<file path="src/rtl/tx_pts_ctrl_if.sv">
// tx_pts_ctrl_if: handshake and shift-register control bundle for tx_pts_ctrl.
//   tx_data/tx_valid/tx_ready : word handshake from the byte source
//   sr_load/sr_shift/sr_data  : control and parallel data toward flex_pts_sr
//   tx_busy/frame_done        : frame status
// master = byte source / observer side, slave = controller side.
interface tx_pts_ctrl_if #(
  parameter int unsigned DATA_BITS = 8,
  parameter int unsigned SR_BITS   = 10
);
  logic [DATA_BITS-1:0] tx_data;
  logic                 tx_valid;
  logic                 tx_ready;
  logic                 sr_load;
  logic                 sr_shift;
  logic [SR_BITS-1:0]   sr_data;
  logic                 tx_busy;
  logic                 frame_done;

  modport master (
    output tx_data, tx_valid,
    input  tx_ready, sr_load, sr_shift, sr_data, tx_busy, frame_done
  );

  modport slave (
    input  tx_data, tx_valid,
    output tx_ready, sr_load, sr_shift, sr_data, tx_busy, frame_done
  );
endinterface

</file>
<file path="src/rtl/tx_pts_ctrl.sv">
// tx_pts_ctrl: frame sequencer driving an LSB-first parallel-to-serial shift register.
// Accepts one word per valid/ready handshake, loads {stop,[parity],data,start} into the SR,
// then issues one shift every BIT_PERIOD clocks until the last stop bit has been held.
// Ports:
//   i_clk   : system clock, rising edge
//   i_rst   : asynchronous active-high reset
//   io_bus  : tx_pts_ctrl_if.slave (tx_data/tx_valid in; tx_ready, sr_load, sr_shift,
//             sr_data, tx_busy, frame_done out)
module tx_pts_ctrl #(
  parameter int unsigned DATA_BITS  = 8,
  parameter int unsigned BIT_PERIOD = 10,
  parameter int unsigned STOP_BITS  = 1,
  parameter int unsigned PARITY_EN  = 0
) (
  input  logic         i_clk,
  input  logic         i_rst,
  tx_pts_ctrl_if.slave io_bus
);

  localparam int unsigned SrBits = DATA_BITS + PARITY_EN + 2;
  // Index of the final stop bit; the start bit is index 0.
  localparam int unsigned Last   = DATA_BITS + PARITY_EN + STOP_BITS;
  localparam int unsigned TimerW = $clog2(BIT_PERIOD);
  localparam int unsigned CntW   = $clog2(Last + 1);

  typedef enum logic [0:0] {StIdle, StSend} state_e;

  state_e            r_state;
  state_e            w_state_d;
  logic [TimerW-1:0] r_timer;
  logic [TimerW-1:0] w_timer_d;
  logic [CntW-1:0]   r_bit_cnt;
  logic [CntW-1:0]   w_bit_cnt_d;

  logic              w_tx_ready;
  logic              w_tx_busy;
  logic              w_sr_load;
  logic              w_sr_shift;
  logic              w_frame_done;
  logic [SrBits-1:0] w_sr_data;

  // Only one stop bit is loaded; further stop bits come from the SR's 1-fill on shift.
  if (PARITY_EN != 0) begin : g_parity
    assign w_sr_data = {1'b1, ^io_bus.tx_data, io_bus.tx_data, 1'b0};
  end else begin : g_no_parity
    assign w_sr_data = {1'b1, io_bus.tx_data, 1'b0};
  end

  always_ff @(posedge i_clk or posedge i_rst) begin
    if (i_rst) begin
      r_state   <= StIdle;
      r_timer   <= '0;
      r_bit_cnt <= '0;
    end else begin
      r_state   <= w_state_d;
      r_timer   <= w_timer_d;
      r_bit_cnt <= w_bit_cnt_d;
    end
  end

  always_comb begin
    w_state_d    = r_state;
    w_timer_d    = r_timer;
    w_bit_cnt_d  = r_bit_cnt;
    w_tx_ready   = 1'b0;
    w_tx_busy    = 1'b0;
    w_sr_load    = 1'b0;
    w_sr_shift   = 1'b0;
    w_frame_done = 1'b0;
    unique case (r_state)
      StIdle: begin
        w_tx_ready = 1'b1;
        if (io_bus.tx_valid) begin
          w_sr_load   = 1'b1;
          w_state_d   = StSend;
          w_timer_d   = '0;
          w_bit_cnt_d = '0;
        end
      end
      StSend: begin
        w_tx_busy = 1'b1;
        if (r_timer == TimerW'(BIT_PERIOD - 1)) begin
          w_timer_d = '0;
          if (r_bit_cnt == CntW'(Last)) begin
            // Final stop bit has been held a full period; no shift needed.
            w_frame_done = 1'b1;
            w_state_d    = StIdle;
          end else begin
            w_sr_shift  = 1'b1;
            w_bit_cnt_d = r_bit_cnt + 1'b1;
          end
        end else begin
          w_timer_d = r_timer + 1'b1;
        end
      end
      default: w_state_d = StIdle;
    endcase
  end

  assign io_bus.tx_ready   = w_tx_ready;
  assign io_bus.tx_busy    = w_tx_busy;
  assign io_bus.sr_load    = w_sr_load;
  assign io_bus.sr_shift   = w_sr_shift;
  assign io_bus.frame_done = w_frame_done;
  assign io_bus.sr_data    = w_sr_data;

endmodule

</file>
<file path="src/flat_wrapper.sv">
// flat-port wrapper written by rule: the top's interface ports become plain ports
module tx_pts_ctrl_flat 
#(
  parameter int unsigned DATA_BITS  = 8,
  parameter int unsigned BIT_PERIOD = 10,
  parameter int unsigned STOP_BITS  = 1,
  parameter int unsigned PARITY_EN  = 0
)
  (i_clk, i_rst, io_bus_tx_data, io_bus_tx_valid, io_bus_tx_ready, io_bus_sr_load, io_bus_sr_shift, io_bus_sr_data, io_bus_tx_busy, io_bus_frame_done);
  tx_pts_ctrl_if #(.DATA_BITS(DATA_BITS), .SR_BITS(10)) io_bus_i ();
  input  logic i_clk;
  input  logic i_rst;
  input wire logic [$bits(io_bus_i.tx_data)-1:0] io_bus_tx_data;
  input wire logic [$bits(io_bus_i.tx_valid)-1:0] io_bus_tx_valid;
  output wire logic [$bits(io_bus_i.tx_ready)-1:0] io_bus_tx_ready;
  output wire logic [$bits(io_bus_i.sr_load)-1:0] io_bus_sr_load;
  output wire logic [$bits(io_bus_i.sr_shift)-1:0] io_bus_sr_shift;
  output wire logic [$bits(io_bus_i.sr_data)-1:0] io_bus_sr_data;
  output wire logic [$bits(io_bus_i.tx_busy)-1:0] io_bus_tx_busy;
  output wire logic [$bits(io_bus_i.frame_done)-1:0] io_bus_frame_done;
  assign io_bus_i.tx_data = io_bus_tx_data;
  assign io_bus_i.tx_valid = io_bus_tx_valid;
  assign io_bus_tx_ready = io_bus_i.tx_ready;
  assign io_bus_sr_load = io_bus_i.sr_load;
  assign io_bus_sr_shift = io_bus_i.sr_shift;
  assign io_bus_sr_data = io_bus_i.sr_data;
  assign io_bus_tx_busy = io_bus_i.tx_busy;
  assign io_bus_frame_done = io_bus_i.frame_done;
  tx_pts_ctrl #(.DATA_BITS(DATA_BITS), .BIT_PERIOD(BIT_PERIOD), .STOP_BITS(STOP_BITS), .PARITY_EN(PARITY_EN)) u_core (.i_clk(i_clk), .i_rst(i_rst), .io_bus(io_bus_i));
endmodule
</file>
<file path="config.mk">
export PLATFORM = sky130hd
export DESIGN_NAME = tx_pts_ctrl_flat
export DESIGN_NICKNAME = d
export VERILOG_FILES = /design/src/rtl/tx_pts_ctrl_if.sv /design/src/rtl/tx_pts_ctrl.sv /design/src/flat_wrapper.sv
export SDC_FILE = /design/constraint.sdc
export NUM_CORES = 1
export LEC_CHECK = 0
export ABC_AREA = 1
export CAP_MARGIN = 20
export CORE_MARGIN = 8
export CORE_UTILIZATION = 41
export CTS_CLUSTER_SIZE = 30
export DETAILED_ROUTE_END_ITERATION = 7
export GPL_TIMING_DRIVEN = 0
export HOLD_SLACK_MARGIN = 0.02
export PLACE_DENSITY = 0.77
export SYNTH_ARGS = -nofsm -noshare
export SYNTH_HDL_FRONTEND = slang
export SYNTH_SLANG_ARGS = --single-unit
</file>
<file path="constraint.sdc">
create_clock -name i_clk -period 1.34 [get_ports i_clk]
set_input_delay 0.268 -clock i_clk [delete_from_list [all_inputs] [get_ports i_clk]]
set_output_delay 0.268 -clock i_clk [all_outputs]
set_load 0.05 [all_outputs]
</file>
==> flow_metrics.py <==
metrics = {
    "setup_path": {
        "rr_startpoint": "u_core.r_timer[1]",
        "setup.worst_path.end_class": "output pin",
        "cp_max_fo": 3,
        "required_ns": 1.07,
        "arrival_ns": 1.29,
        "crit_start": "u_core.r_bit_cnt[1]",
        "start_kind": "register",
        "criticalPathCategory": "register to output pin",
        "reg2reg_depth": 8,
    },
    "routing": {
        "wirelength_um": 1789,
        "drt_iter0_drc": 24,
        "ant_nets": 0,
        "vias_per_cell": 4.968,
        "via_count": 626,
        "drc": 0,
        "drt_pre_antenna_iters": 4,
        "wl_per_cell_um": 14.20,
    },
    "grt": {
        "grt_pass1_vias": 618,
        "grt_pass1_wl_um": 2622,
        "grt_max_degree": 10,
        "grt_antenna_before_repair": 0,
        "grt_usage_pct": 11.98,
        "grt-ovfl-total": 0,
    },
    "placed_design": {
        "routabilityCongestion": 0.7083,
        "numPortBuffers": 15,
        "hpwlAfterDp_um": 1089,
        "placed_area_um2": 829.5,
    },
    "power_and_ir_drop": {
        "leakage_nw": 0.5178,
        "p_sw_share_pct": 29.53,
        "p_per_area_nw_per_um2": 609.7,
        "peakVddDrop_v": 0.0003654,
        "p_seq_share_pct": 45.4,
        "p_clk_share_pct": 36.5,
        "p_int_uw": 421.0,
        "comb_power_share_pct": 18.0,
        "report.power.total_uw": 597.4,
        "switching_power_uw": 176.4,
    },
    "logic_synthesis": {
        "ys_ff_latch": 9,
        "syn_area_um2": 625.6,
        "netlist_instances": 80,
        "ys_types": 18,
        "avgSynthCellArea_um2": 7.820,
        "synth_area_leaders": "dfrtp_1 36%, buf_4 12%, nand2_1 10%",
        "ys_seq_area_share_pct": 36.00,
        "syn_nets": 95,
        "synth_top_cell_by_area": "dfrtp_1",
        "yosysWarnings": 0,
        "synth_top_area_share_pct": 36.00,
    },
    "status": {
        "violations": "negative setup slack",
        "status": "finished with violations",
    },
    "floorplan": {
        "die_x_um": 55.06,
        "ios": 26,
        "rows": 14,
        "die_y_um": 55.06,
        "design.core.area_um2": 1471,
        "start_util_pct": 42.52,
        "dieArea_um2": 3032,
    },
    "job": {
        "maxCapViolCount": 0,
    },
    "finish": {
        "final_cell_mix": "21 x buf_4, 16 x nand2_1, 10 x inv_1, 9 x dlygate4sd2_1",
        "area_growth_pct": 56.60,
        "diodes": 0,
        "layout_commonest_cell": "buf_4",
        "layout-drive-gt1-share_pct": 40.91,
        "final_cell_area_um2": 979.7,
        "layout.nets": 126,
        "fillers": 119,
    },
    "timing": {
        "max_freq_ghz": 0.6416,
        "rsz0062_at_grt": "true",
        "finalSetupTns_ns": -0.6635,
        "period_share_pct": 116.3,
        "report.final.slew_viol_count": 0,
        "final-hold-violation-count": 0,
        "hold_ws_ns": 0.2610,
        "finalWorstSetupSlack_ns": -0.2186,
        "finalClockSkew_ns": 0.002312,
        "fin_crit_ns": 1.559,
        "setup_viol": 8,
    },
    "clock_network": {
        "clk-insertion-delay-late_ns": 0.26,
        "clock_sinks": 9,
        "ctsLongestPathBuffers": 2,
        "cts_tree": "built",
        "numCtsBuffers": 3,
        "root_buffer": "clkbuf_4",
        "clk_pin_slew_worst_paths_ns": 0.06,
        "htreeDepth": 1,
    },
    "worst_hold_path": {
        "hp-class": "primary input to async pin",
    },
}
==> registers in the layout, indices dropped and copies added (netlist names) <==
register	flops
u_core.r_state	1
u_core.r_bit_cnt	4
u_core.r_timer	4
==> layer usage <==
layer	up-vias	global-route usage [%]	share of wire, %
met1	302	13.73	40
met3	5	1.337	6.4
met4	0	7.600	2.6
li1	294	-	-
met2	25	20.52	51
met5	-	0	0
==> worst max-delay path: stages (launching register included) <==
cell	delay, ns
dfrtp_1	0.38
inv_1	0.07
ha_2	0.19
nand3_4	0.09
nor2_4	0.14
buf_8	0.15
==> through the flow <==
stage	worst slack (ns)	std cells	util [%]
2_1_floorplan	-0.02965	80	-
3_3_place_gp	-0.7127	111	56.38
3_5_place_dp	-0.7341	111	56.38
4_1_cts	-0.1995	122	63.86
5_1_grt	-0.2682	126	66.58
6_report	-0.2186	126	66.58
==> power by group through the flow <==
stage	Clock, mW	Combinational [mW]	Sequential (mW)
after floorplan	0	0.0858	0.277
after global placement	0	0.117	0.277
after detailed placement	0	0.118	0.277
after CTS	0.218	0.109	0.272
after global routing	0.238	0.113	0.271
final	0.218	0.108	0.271
==> final timing paths <==
path                                             to  slack, ns
worst min-delay path            u_core.r_bit_cnt[0]       0.26
worst max-delay path              io_bus_frame_done      -0.22
worst max register to register  u_core.r_bit_cnt[2]      -0.06
min in group i_clk              u_core.r_bit_cnt[3]       0.62
max in group asynchronous            u_core.r_state       0.79
worst min register to register  u_core.r_bit_cnt[3]       0.62
==> repair_timing <==
action	4_1_cts	5_1_grt
buffers inserted	7	4
hold buffers	0	0
hold endpoints to repair	0	0
setup endpoints to repair	14	6
pin swaps	4	1
gates resized for setup	51	4
==> cell families after synthesis <==
kind of cell / share of synthesized area [%]
simple gates: 25.00
buf+inv: 21.60
flops: 36.00
compound gates: 5.400
fa+ha+maj: 8.000
xor+xnor: 2.801
other cells: 1.200
==> Yosys cell counts <==
library cell	number
nor2_4	1
conb_1	2
nand3_1	7
ha_1	4
dfrtp_1	9
nand3_2	1
nand2_1	17
buf_4	10
nor2_1	3
inv_1	12
inv_2	4
nand4_1	2
o21bai_2	1
xor2_1	1
nand4_2	1
o21ai_1	2
xnor2_1	1
o22ai_1	2
==> cell type report <==
class                           count  area, um^2  area share, %
Buffer                             10       75.07          7.663
Clock buffer                        4       26.28          2.682
Inverter                           16       68.82          7.024
Multi-Input combinational cell     45       320.3          32.69
Sequential cell                     9       230.2          23.50
Tap cell                           16       20.02          2.043
Timing Repair Buffer               26       239.0          24.39
Power figures use the tool's default switching activity.
